--- config.mk ---
export PLATFORM = sky130hd
export DESIGN_NAME = midi_voice_alloc
export DESIGN_NICKNAME = d
export VERILOG_FILES = /design/src/rtl/midi_pkg.sv /design/src/rtl/midi_msg_parser.sv /design/src/rtl/midi_voice_alloc.sv
export SDC_FILE = /design/constraint.sdc
export NUM_CORES = 1
export LEC_CHECK = 0
export ABC_AREA = 1
export CAP_MARGIN = 0
export CORE_ASPECT_RATIO = 0.6
export CORE_UTILIZATION = 64
export CTS_CLUSTER_DIAMETER = 30
export CTS_CLUSTER_SIZE = 16
export DETAILED_ROUTE_END_ITERATION = 12
export DONT_BUFFER_PORTS = 1
export PLACE_DENSITY = 0.8
export REMOVE_ABC_BUFFERS = 1
export SETUP_SLACK_MARGIN = 0.5
export SLEW_MARGIN = 30
export SYNTH_ARGS = -nofsm -noshare
export SYNTH_HDL_FRONTEND = slang
export SYNTH_SLANG_ARGS = --single-unit
--- constraint.sdc ---
create_clock -name clk -period 5.45 [get_ports clk]
set_input_delay 0.2725 -clock clk [delete_from_list [all_inputs] [get_ports clk]]
set_output_delay 0.2725 -clock clk [all_outputs]
set_load 0.02 [all_outputs]
--- src/rtl/midi_pkg.sv ---
// Shared MIDI status constants, parser state encoding and the parsed note event.
package midi_pkg;

    localparam logic [3:0] NOTE_OFF     = 4'h8;
    localparam logic [3:0] NOTE_ON      = 4'h9;
    localparam logic [7:0] REALTIME_MIN = 8'hF8;

    typedef enum logic [1:0] {
        IDLE    = 2'd0,
        WAIT_D1 = 2'd1,
        WAIT_D2 = 2'd2
    } parse_state_t;

    typedef struct packed {
        logic       on;
        logic [6:0] note;
        logic [6:0] vel;
    } midi_evt_t;

endpackage

--- src/rtl/midi_msg_parser.sv ---
// Byte-level Note On/Off parser with running status for one MIDI channel;
// emits a registered one-cycle event after the velocity byte.
module midi_msg_parser
    import midi_pkg::*;
#(
    parameter int CHANNEL = 0
) (
    input  logic       clk,
    input  logic       rst_n,
    input  logic       byte_valid,
    input  logic [7:0] byte_data,
    output logic       evt_valid,
    output midi_evt_t  evt
);

    parse_state_t state_reg, state_next;
    logic         rs_on_reg, rs_on_next;
    logic [6:0]   note_reg, note_next;
    logic         evt_valid_reg, evt_valid_next;
    midi_evt_t    evt_reg, evt_next;

    always_ff @(posedge clk) begin
        if (!rst_n) begin
            state_reg     <= IDLE;
            rs_on_reg     <= 1'b0;
            note_reg      <= '0;
            evt_valid_reg <= 1'b0;
            evt_reg       <= '0;
        end else begin
            state_reg     <= state_next;
            rs_on_reg     <= rs_on_next;
            note_reg      <= note_next;
            evt_valid_reg <= evt_valid_next;
            evt_reg       <= evt_next;
        end
    end

    // Running status lives in state != IDLE plus the on/off flag.
    always_comb begin
        state_next     = state_reg;
        rs_on_next     = rs_on_reg;
        note_next      = note_reg;
        evt_valid_next = 1'b0;
        evt_next       = evt_reg;
        if (byte_valid) begin
            if (byte_data[7]) begin
                if (byte_data >= REALTIME_MIN) begin
                    state_next = state_reg;
                end else if (byte_data[3:0] == 4'(CHANNEL) &&
                             (byte_data[7:4] == NOTE_ON || byte_data[7:4] == NOTE_OFF)) begin
                    rs_on_next = (byte_data[7:4] == NOTE_ON);
                    state_next = WAIT_D1;
                end else begin
                    rs_on_next = 1'b0;
                    state_next = IDLE;
                end
            end else begin
                case (state_reg)
                    WAIT_D1: begin
                        note_next  = byte_data[6:0];
                        state_next = WAIT_D2;
                    end
                    WAIT_D2: begin
                        evt_valid_next = 1'b1;
                        evt_next.on    = rs_on_reg && (byte_data[6:0] != 7'd0);
                        evt_next.note  = note_reg;
                        evt_next.vel   = byte_data[6:0];
                        state_next     = WAIT_D1;
                    end
                    default: state_next = IDLE;
                endcase
            end
        end
    end

    assign evt_valid = evt_valid_reg;
    assign evt       = evt_reg;

endmodule

--- src/rtl/midi_voice_alloc.sv ---
// MIDI note-to-voice allocator: retrigger, lowest free voice, else steal oldest
// (MIDI_VOICE_STEAL_EN) or drop and count the note-on.
module midi_voice_alloc
    import midi_pkg::*;
#(
    parameter int NUM_VOICES = 4,
    parameter int CHANNEL    = 0
) (
    input  logic                    clk,
    input  logic                    rst_n,
    input  logic                    byte_valid,
    input  logic [7:0]              byte_data,
    output logic [NUM_VOICES-1:0]   voice_gate,
    output logic [7*NUM_VOICES-1:0] voice_note,
    output logic [7*NUM_VOICES-1:0] voice_vel,
    output logic [NUM_VOICES-1:0]   voice_trig,
    output logic [7:0]              drop_cnt
);

    localparam int AW = (NUM_VOICES > 1) ? $clog2(NUM_VOICES) : 1;

    logic            evt_valid;
    midi_evt_t       evt;

    logic [NUM_VOICES-1:0] gate_reg;
    logic [NUM_VOICES-1:0] trig_reg;
    logic [6:0]            note_reg [NUM_VOICES];
    logic [6:0]            vel_reg  [NUM_VOICES];
    logic [AW-1:0]         age_reg  [NUM_VOICES];
    logic [7:0]            drop_reg;

    logic [NUM_VOICES-1:0] match;
    logic [NUM_VOICES-1:0] free;
    logic [NUM_VOICES-1:0] oldest;
    logic                  sel_valid;
    logic [AW-1:0]         sel_idx;

    midi_msg_parser #(
        .CHANNEL(CHANNEL)
    ) u_parser (
        .clk       (clk),
        .rst_n     (rst_n),
        .byte_valid(byte_valid),
        .byte_data (byte_data),
        .evt_valid (evt_valid),
        .evt       (evt)
    );

    generate
        for (genvar gi = 0; gi < NUM_VOICES; gi++) begin : g_voice
            assign match[gi]  = gate_reg[gi] && (note_reg[gi] == evt.note);
            assign free[gi]   = !gate_reg[gi];
            assign oldest[gi] = (age_reg[gi] == AW'(NUM_VOICES - 1));
            assign voice_note[7*gi +: 7] = note_reg[gi];
            assign voice_vel[7*gi +: 7]  = vel_reg[gi];
        end
    endgenerate

    // Descending scans so the lowest matching index wins.
    always_comb begin
        sel_valid = 1'b0;
        sel_idx   = '0;
        if (|match) begin
            sel_valid = 1'b1;
            for (int i = NUM_VOICES - 1; i >= 0; i--)
                if (match[i]) sel_idx = AW'(i);
        end else if (|free) begin
            sel_valid = 1'b1;
            for (int i = NUM_VOICES - 1; i >= 0; i--)
                if (free[i]) sel_idx = AW'(i);
        end
`ifdef MIDI_VOICE_STEAL_EN
        else begin
            sel_valid = 1'b1;
            for (int i = NUM_VOICES - 1; i >= 0; i--)
                if (oldest[i]) sel_idx = AW'(i);
        end
`endif
    end

    always_ff @(posedge clk) begin
        if (!rst_n) begin
            gate_reg <= '0;
            trig_reg <= '0;
            drop_reg <= '0;
            for (int i = 0; i < NUM_VOICES; i++) begin
                note_reg[i] <= '0;
                vel_reg[i]  <= '0;
                age_reg[i]  <= AW'(i);
            end
        end else begin
            trig_reg <= '0;
            if (evt_valid) begin
                if (evt.on) begin
                    if (sel_valid) begin
                        // Voices younger than the chosen one age by one; chosen becomes newest.
                        for (int i = 0; i < NUM_VOICES; i++)
                            if (age_reg[i] < age_reg[sel_idx])
                                age_reg[i] <= age_reg[i] + AW'(1);
                        age_reg[sel_idx]  <= '0;
                        gate_reg[sel_idx] <= 1'b1;
                        trig_reg[sel_idx] <= 1'b1;
                        note_reg[sel_idx] <= evt.note;
                        vel_reg[sel_idx]  <= evt.vel;
                    end else if (drop_reg != 8'hFF) begin
                        drop_reg <= drop_reg + 8'd1;
                    end
                end else begin
                    for (int i = 0; i < NUM_VOICES; i++)
                        if (match[i]) gate_reg[i] <= 1'b0;
                end
            end
        end
    end

    assign voice_gate = gate_reg;
    assign voice_trig = trig_reg;
    assign drop_cnt   = drop_reg;

endmodule

### Word-level counts from Yosys, hierarchy flattened

Memories as Yosys holds them, arrays and structs flattened.
Index checks and enable logic that the tools add are counted.

* memories kept: 2
* bits of input ports: 11
* output and inout port bits: 72
* bits in writable memories: 56
* register bits: 42

Memories
* note_reg: words 4, width 7, rd ports 4, clocked after memory_dff 0, write ports 4, RTL line midi_voice_alloc.sv:27 `logic [6:0] note_reg [NUM_VOICES];`
* vel_reg: words 4, width 7, rd ports 4, clocked after memory_dff 0, write ports 4, RTL line midi_voice_alloc.sv:28 `logic [6:0] vel_reg [NUM_VOICES];`

* reductions and logical operators: 33
* equal/unequal tests: 11
* add/sub/neg operators: 1
* multiplexer cells: 38
* order comparisons: 3
* bitwise gates (word level): 6

Operator list (number)
* 7-bit equality test: 4
* 2-bit 2-to-1 mux: 14
* 3-bit AND reduction: 7
* 1-bit 2-to-1 mux: 18
* 7-bit 2-to-1 mux: 2
* 7-bit OR reduction: 2
* 8-bit by 1-bit adder with 8-bit output, second input constant: 1
* 4-bit equality test, second input constant: 2
* 8-bit >= comparator, second input constant: 1
* 4-bit 2-to-1 mux: 2
* 8-bit != test, second input constant: 1
* 4-bit AND reduction: 2
* 2-bit nonzero test: 4
* 4-bit OR reduction: 2
* 1-bit logical AND: 7
* 7-bit nonzero test: 1
* 1-bit NOT: 5
* 1-bit logical NOT: 4
* 4-bit logical NOT: 1
* 2-bit != test, second input constant: 2
* 4-bit bitwise OR: 1
* 2-bit case mux with 2 select lines: 1
* 2-bit by 3-bit < comparator with 1-bit output, second input constant: 1
* 3-bit OR reduction: 1
* 6 further kinds: 6

### Logic depth before layout (Yosys ltp)

Gate-level depths: netlist of run 1.
An unclocked memory read counts as a cell.

* word-level depth: 15
* gate-level depth with buffers: 15

### Hierarchy

From an unflattened synthesis of run 1, not the netlist that was laid out.

* cell total of the unflattened synthesis: 580
* area, all modules: 4559.4 µm²

By module, submodules not included
* midi_voice_alloc: seq. area each 2001.9 µm², cells an instance 442, area an instance 3525.9 µm², instances 1
* midi_msg_parser: seq. area each 520.5 µm², cells an instance 138, area an instance 1033.5 µm², instances 1

### Worst setup path before layout of run 1

OpenSTA, ideal clock, no wires.

* kind: register to register
* from: memory note_reg[3][2]
* to: memory note_reg[3][0] (enable)
* path buffers: 0
* library setup time: 0.404 ns
* period minus slack after synthesis: 2.898 ns
* path slack: 2.552 ns
* cell stages (with the launch flop): 12
* data arrival time: 2.494 ns
* data required time: 5.046 ns
* cells stage by stage: edfxtp_1 -> inv_1 -> nand2_1 -> nand2_1 -> nor2_1 -> nand2_1 -> nor2_2 -> nor2_2 -> nand3_2 -> a21oi_1 -> inv_1 -> o21ai_0

RTL lines (RTL line)
* start: declaration: midi_voice_alloc.sv:27

==> summary.txt, run 1 <==
Synthesis
  • Post-Synthesis Cell Area: 0.00452 mm^2
  • Synth cell types: 31
  • Mapped Avg Cell Area: about 8.3 um^2
  • Post-synthesis sequential area ratio: between 50 and 60%
  • Flops & latches, synth: 98
  • Yosys warning count: 0
  • Synth Instances: about 550

Routing
  • Vias: roughly 3.7k
  • Residual DRC: 0
  • Top sig layer: met4
  • Post-Route WL: 11.5 mm
  • Final ANT Viol Nets: 0
  • Post-DR wirelength/cell: 18.0 um
  • WL met2: roughly 4.8 mm
  • Detail Route met3 WL: around 1.6 mm
  • Drt first pass iters: 5
  • Vias per Instance: about 5.7
  • Wire length on met1: 4.92 mm
  • Initial DRC count: about 320

STA
  • Fin crit period: about 3.2 ns
  • Fmax: around 0.32 GHz
  • Crit share post-route: around 58%
  • Setup_tns: 0 ns
  • Fin. max-slew vios: 0
  • WHS: about 0.045 ns
  • Layout Skew: between 0.009 and 0.01 ns
  • Final setup vio count: 0
  • RSZ-0062 raised after global routing: false
  • Final hold violation count: 0
  • Slew @ Worst Pin: between 0.8 and 0.9 ns
  • Slew margin rel.: between 40% and 50%

Worst hold path
  • Hold WC Path Type: in2reg
  • Hold Startpoint: rst_n

Final layout
  • Share of cells above drive strength 1: about a tenth
  • Fin nets: about 560
  • Fillers: approximately 540
  • Antenna cells: 0
  • Post-layout util: between 70% and 80%
  • Layout area overhead: 8.28%

Floorplanning
  • DIE WIDTH: between 100 and 150 um
  • Ports: between 80 and 90
  • Row count: 23
  • Die Y: about 67 um
  • Total core area: roughly 0.0068 mm^2
  • DIE AREA: 0.00741 mm^2
  • Starting Density: ~67%

Critical path
  • Reg2reg start: u_parser.evt[7]$_SDFFE_PN0P_
  • Critical path class: reg2reg
  • CP endpoint kind: register
  • Critical Path Source Type: register
  • Critical Path Source: u_parser.evt[7]$_SDFFE_PN0P_
  • WP data arrival: roughly 3.1 ns
  • Worst-path fanout max: 16
  • CP Data Required Time: approximately 5.4 ns

GRT
  • Pin count of the biggest net entering global routing: 35
  • Vias in the first global route: 3305
  • All-layer global routing usage: between 30% and 40%
  • Initial antenna violation count: 0
  • First-pass GRT wire length: approximately 18 mm
  • Grt ovf: 0

Clocking
  • Bufs on Longest Clock Path: 2
  • CTS Sinks: slightly below 100
  • CTS Root Buffer Type: clkbuf_16
  • Post-CTS Setup Inserts: 0
  • Cts bufs inserted: 9
  • CTS tree: done
  • CTS Hold Bufs: 0
  • H-tree depth: 3
  • Clock-pin slew on the worst setup and hold paths: about 0.07 ns
  • Clock Latency Late Sink: ~0.34 ns
  • Post_cts resized: 0

Placement
  • Post-DP HPWL: roughly 8 mm
  • GP Congestion: about 0.96
  • PortBufs: 0

Power
  • Overall power: around 0.0015 W
  • Leakage: between 2 and 2.5 nW
  • Maximum VDD drop: ~0.00020 V
  • PwrDens: ~320 mW/mm^2

Run
  • Max cap viols: 0

Status
  • Outcome: completed
-- final timing paths --
| check | to | slack, ns | cells past startpoint |
|---|---|---|---|
| max | note_reg[0][3]$_SDFFCE_PN0P_ | 2.29 | 12 |
| min | drop_cnt[5]$_SDFFE_PN0P_ | 0.05 | 2 |
| max reg2reg | note_reg[0][3]$_SDFFCE_PN0P_ | 2.29 | 12 |
| min reg2reg | u_parser.rs_on_reg$_SDFFE_PN0P_ | 0.45 | 2 |
-- kinds of logic after synthesis --
group,after synthesis,share of synthesized area [%]
AO/OA/AOI/OAI,73,8.31
XOR/XNOR,6,1.16
buffers and inverters,96,8.58
flip-flops,98,55.8
adder cells (fa/ha/maj),1,0.277
AND/OR/NAND/NOR,271,25.9
-- cells in the final DEF, fill, tap and decap left out, types with 2 or more instances in the layout --
cell       instances
nand2_1          135
nor2_1            88
inv_1             73
edfxtp_1          56
dfxtp_1           42
a21oi_1           33
o21ai_0           32
nand2_2           11
inv_2              9
nor2_2             9
clkbuf_16          9
nand3_1            8
o21ai_1            5
nor3_1             5
xor2_1             5
nand3b_1           5
nand4_1            3
nand3_4            2
nand3_2            2
inv_6              2
inv_8              2
buf_4              2
-- synthesized netlist by cell type --
master    number  area share (%)
nand2_1      135              11
and2_1         1            0.14
dfxtp_1       42              19
inv_1         73             6.1
a21oi_1       33             3.7
inv_4          1            0.14
nand4_2        1            0.28
o21ai_0       34             3.8
nand3_4        2            0.78
nor3_1         5            0.55
nor2_2         9             1.2
clkbuf_1       7            0.58
a211oi_1       1            0.17
nand3b_1       5            0.83
nor2_4         1            0.25
o21ai_1        3            0.33
xnor2_1        1            0.19
nand4_1        3            0.42
nand2_2       11             1.5
nand3_2        2            0.44
clkinv_1       1           0.083
buf_2          2            0.22
nor2_1        88             7.3
inv_2          9            0.75
ha_1           1            0.28
a221oi_1       1            0.19
a21oi_2        1            0.19
nand3_1        8            0.89
edfxtp_1      56              37
buf_6          3            0.75
xor2_1         5            0.97
-- cell type report --
cell class | count | area [um^2] | share of cell area [%]
inverter | 84 | 318 | 6.49
clock inverter | 7 | 95.1 | 1.94
timing repair buffer | 2 | 15.0 | 0.307
clock buffer | 9 | 225 | 4.60
tap | 87 | 109 | 2.22
multi-input combinational | 351 | 1610 | 32.9
sequential | 98 | 2520 | 51.5
-- through the flow --
step | std cells | setup WS, ns | cell area [um^2]
CTS | 638 | 2.33 | 4890
global route | 638 | 2.12 | 4890
detailed placement | 622 | 2.35 | 4570
finish | 638 | 2.29 | 4890
global placement | 622 | 2.33 | 4570
floorplan | 533 | 2.54 | 4450
-- power by group --
group	switching [W]	internal, W	leakage (nW)	total, W
Sequential	0.0000350	0.000797	0.905	0.000832
Combinational	0.0000293	0.0000109	1.04	0.0000402
Clock	0.000301	0.000371	0.157	0.000672
-- metal layers --
metal,global-route usage [%],up-vias
met3,12.5,20
met4,9.17,0
met5,0,-
met1,44.9,1691
met2,46.6,221
li1,-,1727
-- critical path, cell delays in order, from the launching register on --
cell	delay [ns]
dfxtp_1	0.48
inv_2	0.13
nand2_1	0.08
nand3_1	0.15
inv_1	0.09
nand2_1	0.06
nor2_1	0.17
nor2_2	0.11
nand3_4	0.14
nand3_4	0.10
inv_4	0.23
nand2_2	0.36
nand2_1	0.69
Note: power is estimated with default switching activity, not from simulation.
==> run 2, diff against run 1 <==
ABC_AREA = 0   (was 1)
CORE_UTILIZATION = 57   (was 64)
PLACE_DENSITY = 0.75   (was 0.8)
clock period = 2.9 ns   (was 5.45 ns; I/O delays follow)
==> run 2 against run 1 <==
Against the previous run:
- flip-flop and latch count did not move
- count of clock-buffer cells in the layout did not move
- hold slack improved by 0.016 ns
- synthesized area is 6.6% lower
- register-to-register slack got worse by 1.7 ns
- cell area fell by 3.1%
- wire length fell by 13%
- maximum frequency rose by 34%
- largest power group unchanged
==> summary.txt, run 2 <==
Final layout
  • Multi-input logic area: approximately 0.0015 mm^2
  • Commonest non-fill, non-tap cell in the layout: nor2_1
  • Antenna cells: 0
  • Commonest non-fill, non-tap cells in the layout: nor2_1, edfxtp_1, nand2_1, dfxtp_1, a21oi_1
  • Register area: 0.00253 mm^2
  • Share of cells above drive strength 1: around 16%
  • Post-layout util: just under 70%
  • Fillers: approximately 510
  • Fin nets: ~410
  • Layout area overhead: 12.3%

Synthesis
  • Synth cell types: 44
  • Post-synthesis sequential area ratio: roughly 60%
  • Post-synth EDFFs: between 50 and 60
  • Mapped Avg Cell Area: ~11 um^2
  • Yosys top cell area share: around two fifths
  • Synth Instances: slightly below 400
  • Synth area leaders: edfxtp_1, dfxtp_1, nor2_1
  • Most frequent cell after synthesis: nor2_1
  • Yosys warning count: 0
  • Yosys top cell by area: edfxtp_1
  • Flops & latches, synth: 98
  • Commonest cells in the netlist: nor2_1, edfxtp_1, nand2_1
  • Post-Synthesis Cell Area: between 0.004 and 0.005 mm^2
  • Post-synth ARST share: 0%
  • Top_reg_cell synth: edfxtp_1

Routing
  • Vias per Instance: around 6
  • Post-Route WL: 9.98 mm
  • Initial DRC count: 223
  • Vias: roughly 3.0k
  • Final ANT Viol Nets: 0
  • Residual DRC: 0
  • Drt first pass iters: 5
  • Post-DR wirelength/cell: 20.2 um

Floorplanning
  • Ports: a little over 80
  • Starting Density: between 60% and 70%
  • DIE AREA: just under 0.008 mm^2
  • DIE WIDTH: about 110 um
  • Die Y: approximately 69 um
  • Row count: 23
  • Total core area: ~0.007 mm^2

Power
  • Leakage: about 1.6 nW
  • Overall power: around 0.0028 W
  • PwrDens: between 500 and 600 mW/mm^2
  • Maximum VDD drop: around 0.00037 V

GRT
  • Initial antenna violation count: 0
  • Grt ovf: 0
  • Pin count of the biggest net entering global routing: 28
  • Vias in the first global route: ~2.7k
  • All-layer global routing usage: between 20 and 30%
  • First-pass GRT wire length: between 10 and 15 mm

Placement
  • GP Congestion: slightly below 0.9
  • PortBufs: 0
  • Post-DP HPWL: 6.69 mm

Clocking
  • Clock-pin slew on the worst setup and hold paths: approximately 0.07 ns
  • Clock Latency Late Sink: approximately 0.35 ns
  • Bufs on Longest Clock Path: 2
  • Cts bufs inserted: 9
  • CTS Sinks: between 90 and 100
  • CTS Root Buffer Type: clkbuf_16
  • H-tree depth: 3
  • CTS tree: done

Critical path
  • Critical Path Max Stage Delay: between 0.5 and 0.6 ns
  • Worst-path fanout max: 7
  • Worst path cell trace: xor2_1 -> nor4_2 -> and4_4 -> a21oi_2 -> or3b_4 -> nand2_4 -> clkbuf_16
  • Critical Path Source Type: register
  • CP Data Required Time: 2.97 ns
  • Worst path slowest cell: edfxtp_1
  • WP data arrival: between 2 and 2.5 ns
  • Critical path class: reg2reg
  • CP endpoint kind: register

STA
  • Final hold violation count: 0
  • Layout Skew: roughly 0.011 ns
  • Fin crit period: ~2.4 ns
  • Fin. max-slew vios: 0
  • RSZ-0062 raised after global routing: true
  • Slew @ Worst Pin: around 0.85 ns
  • Setup_tns: 0 ns
  • Fmax: 0.424 GHz
  • Final setup vio count: 0
  • Slew margin rel.: a little over two fifths
  • Crit share post-route: 81.3%

Worst hold path
  • Hold WC Path Type: in2reg

Status
  • Outcome: completed

Run
  • Max cap viols: 0
[run 2: changes by cell type in the layout (fill, tap and decap cells not counted), sizes merged, moves of 7 or more]
cell and change:
dlygate4sd3 +9, buf +12, o21ai -29, nor2 -26, nand2 -95, o31ai +7
inv -76, xor2 +14, nand4 +7, xnor2 +8, mux2i +7, or4 +7
[run 2: cell families (layout without fill, tap and decap cells)]
group	Yosys count	count (layout)	share of synthesized area, %
xor+xnor	28	28	5.81
buf+inv	32	47	4.59
mux	7	7	1.66
compound gates	51	51	7.73
fa+ha+maj	1	1	0.296
flops	98	98	59.7
simple gates	175	175	20.2
[run 2: report_power, final]
group          internal [W]   total, W  switching (W)
Combinational     0.0000309  0.0000775      0.0000466
Clock              0.000607    0.00117       0.000561
Sequential          0.00150    0.00157      0.0000686
Total               0.00214    0.00281       0.000677
[run 2: per-layer routing]
metal	track usage (%)	up-vias	routed length, um
li1	-	1398	-
met1	33.5	1480	4290
met2	41.0	149	4500
met3	10.5	13	1090
met4	7.24	0	112
met5	0	-	0
[run 2: what timing repair did]
item | CTS | global route
pin swaps | 0 | 6
endpoints found under the hold margin | 18 | 0
setup endpoints to repair | 42 | 93
resized for setup | 4 | 14
hold buffers | 9 | 0
setup buffers | 0 | 4
gates cloned | 0 | 1
[run 2: metrics by stage]
step | hold slack [ns] | worst slack, ns | instance area, um^2 | std cells
global route | 0.0919 | 0.462 | 4740 | 494
finish | 0.0611 | 0.542 | 4740 | 494
global placement | 0.284 | 0.485 | 4250 | 464
CTS | 0.0389 | 0.501 | 4650 | 489
detailed placement | 0.297 | 0.443 | 4250 | 464
floorplan | 0.281 | 0.333 | 4060 | 367
[run 2: critical path, delay by kind of cell (launching register included)]
| family | cells | cell delay (ns) |
|---|---|---|
| flops | 1 | 0.51 |
| simple gates | 4 | 1.15 |
| compound gates | 1 | 0.04 |
| buf+inv | 1 | 0.17 |
| xor+xnor | 1 | 0.20 |
[run 2: layout make-up]
class	count	share of cell area, %
inverters	7	0.554
flip-flops and latches	98	53.3
clock inverters	7	1.45
well taps	87	2.29
repair buffers	24	5.06
clock buffers	9	4.75
multi-input cells	262	32.6
[run 2: final timing paths]
path,cells past startpoint,slack [ns],start,to
setup reg to reg,7,0.54,note_reg[3][6]$_DFFE_PP_,note_reg[3][0]$_DFFE_PP_
setup / recovery,7,0.54,note_reg[3][6]$_DFFE_PP_,note_reg[3][0]$_DFFE_PP_
hold / removal,3,0.06,byte_data[0],u_parser.rs_on_reg$_SDFFE_PN0P_
hold reg to reg,2,0.46,u_parser.evt[5]$_SDFFE_PN0P_,u_parser.evt[5]$_SDFFE_PN0P_
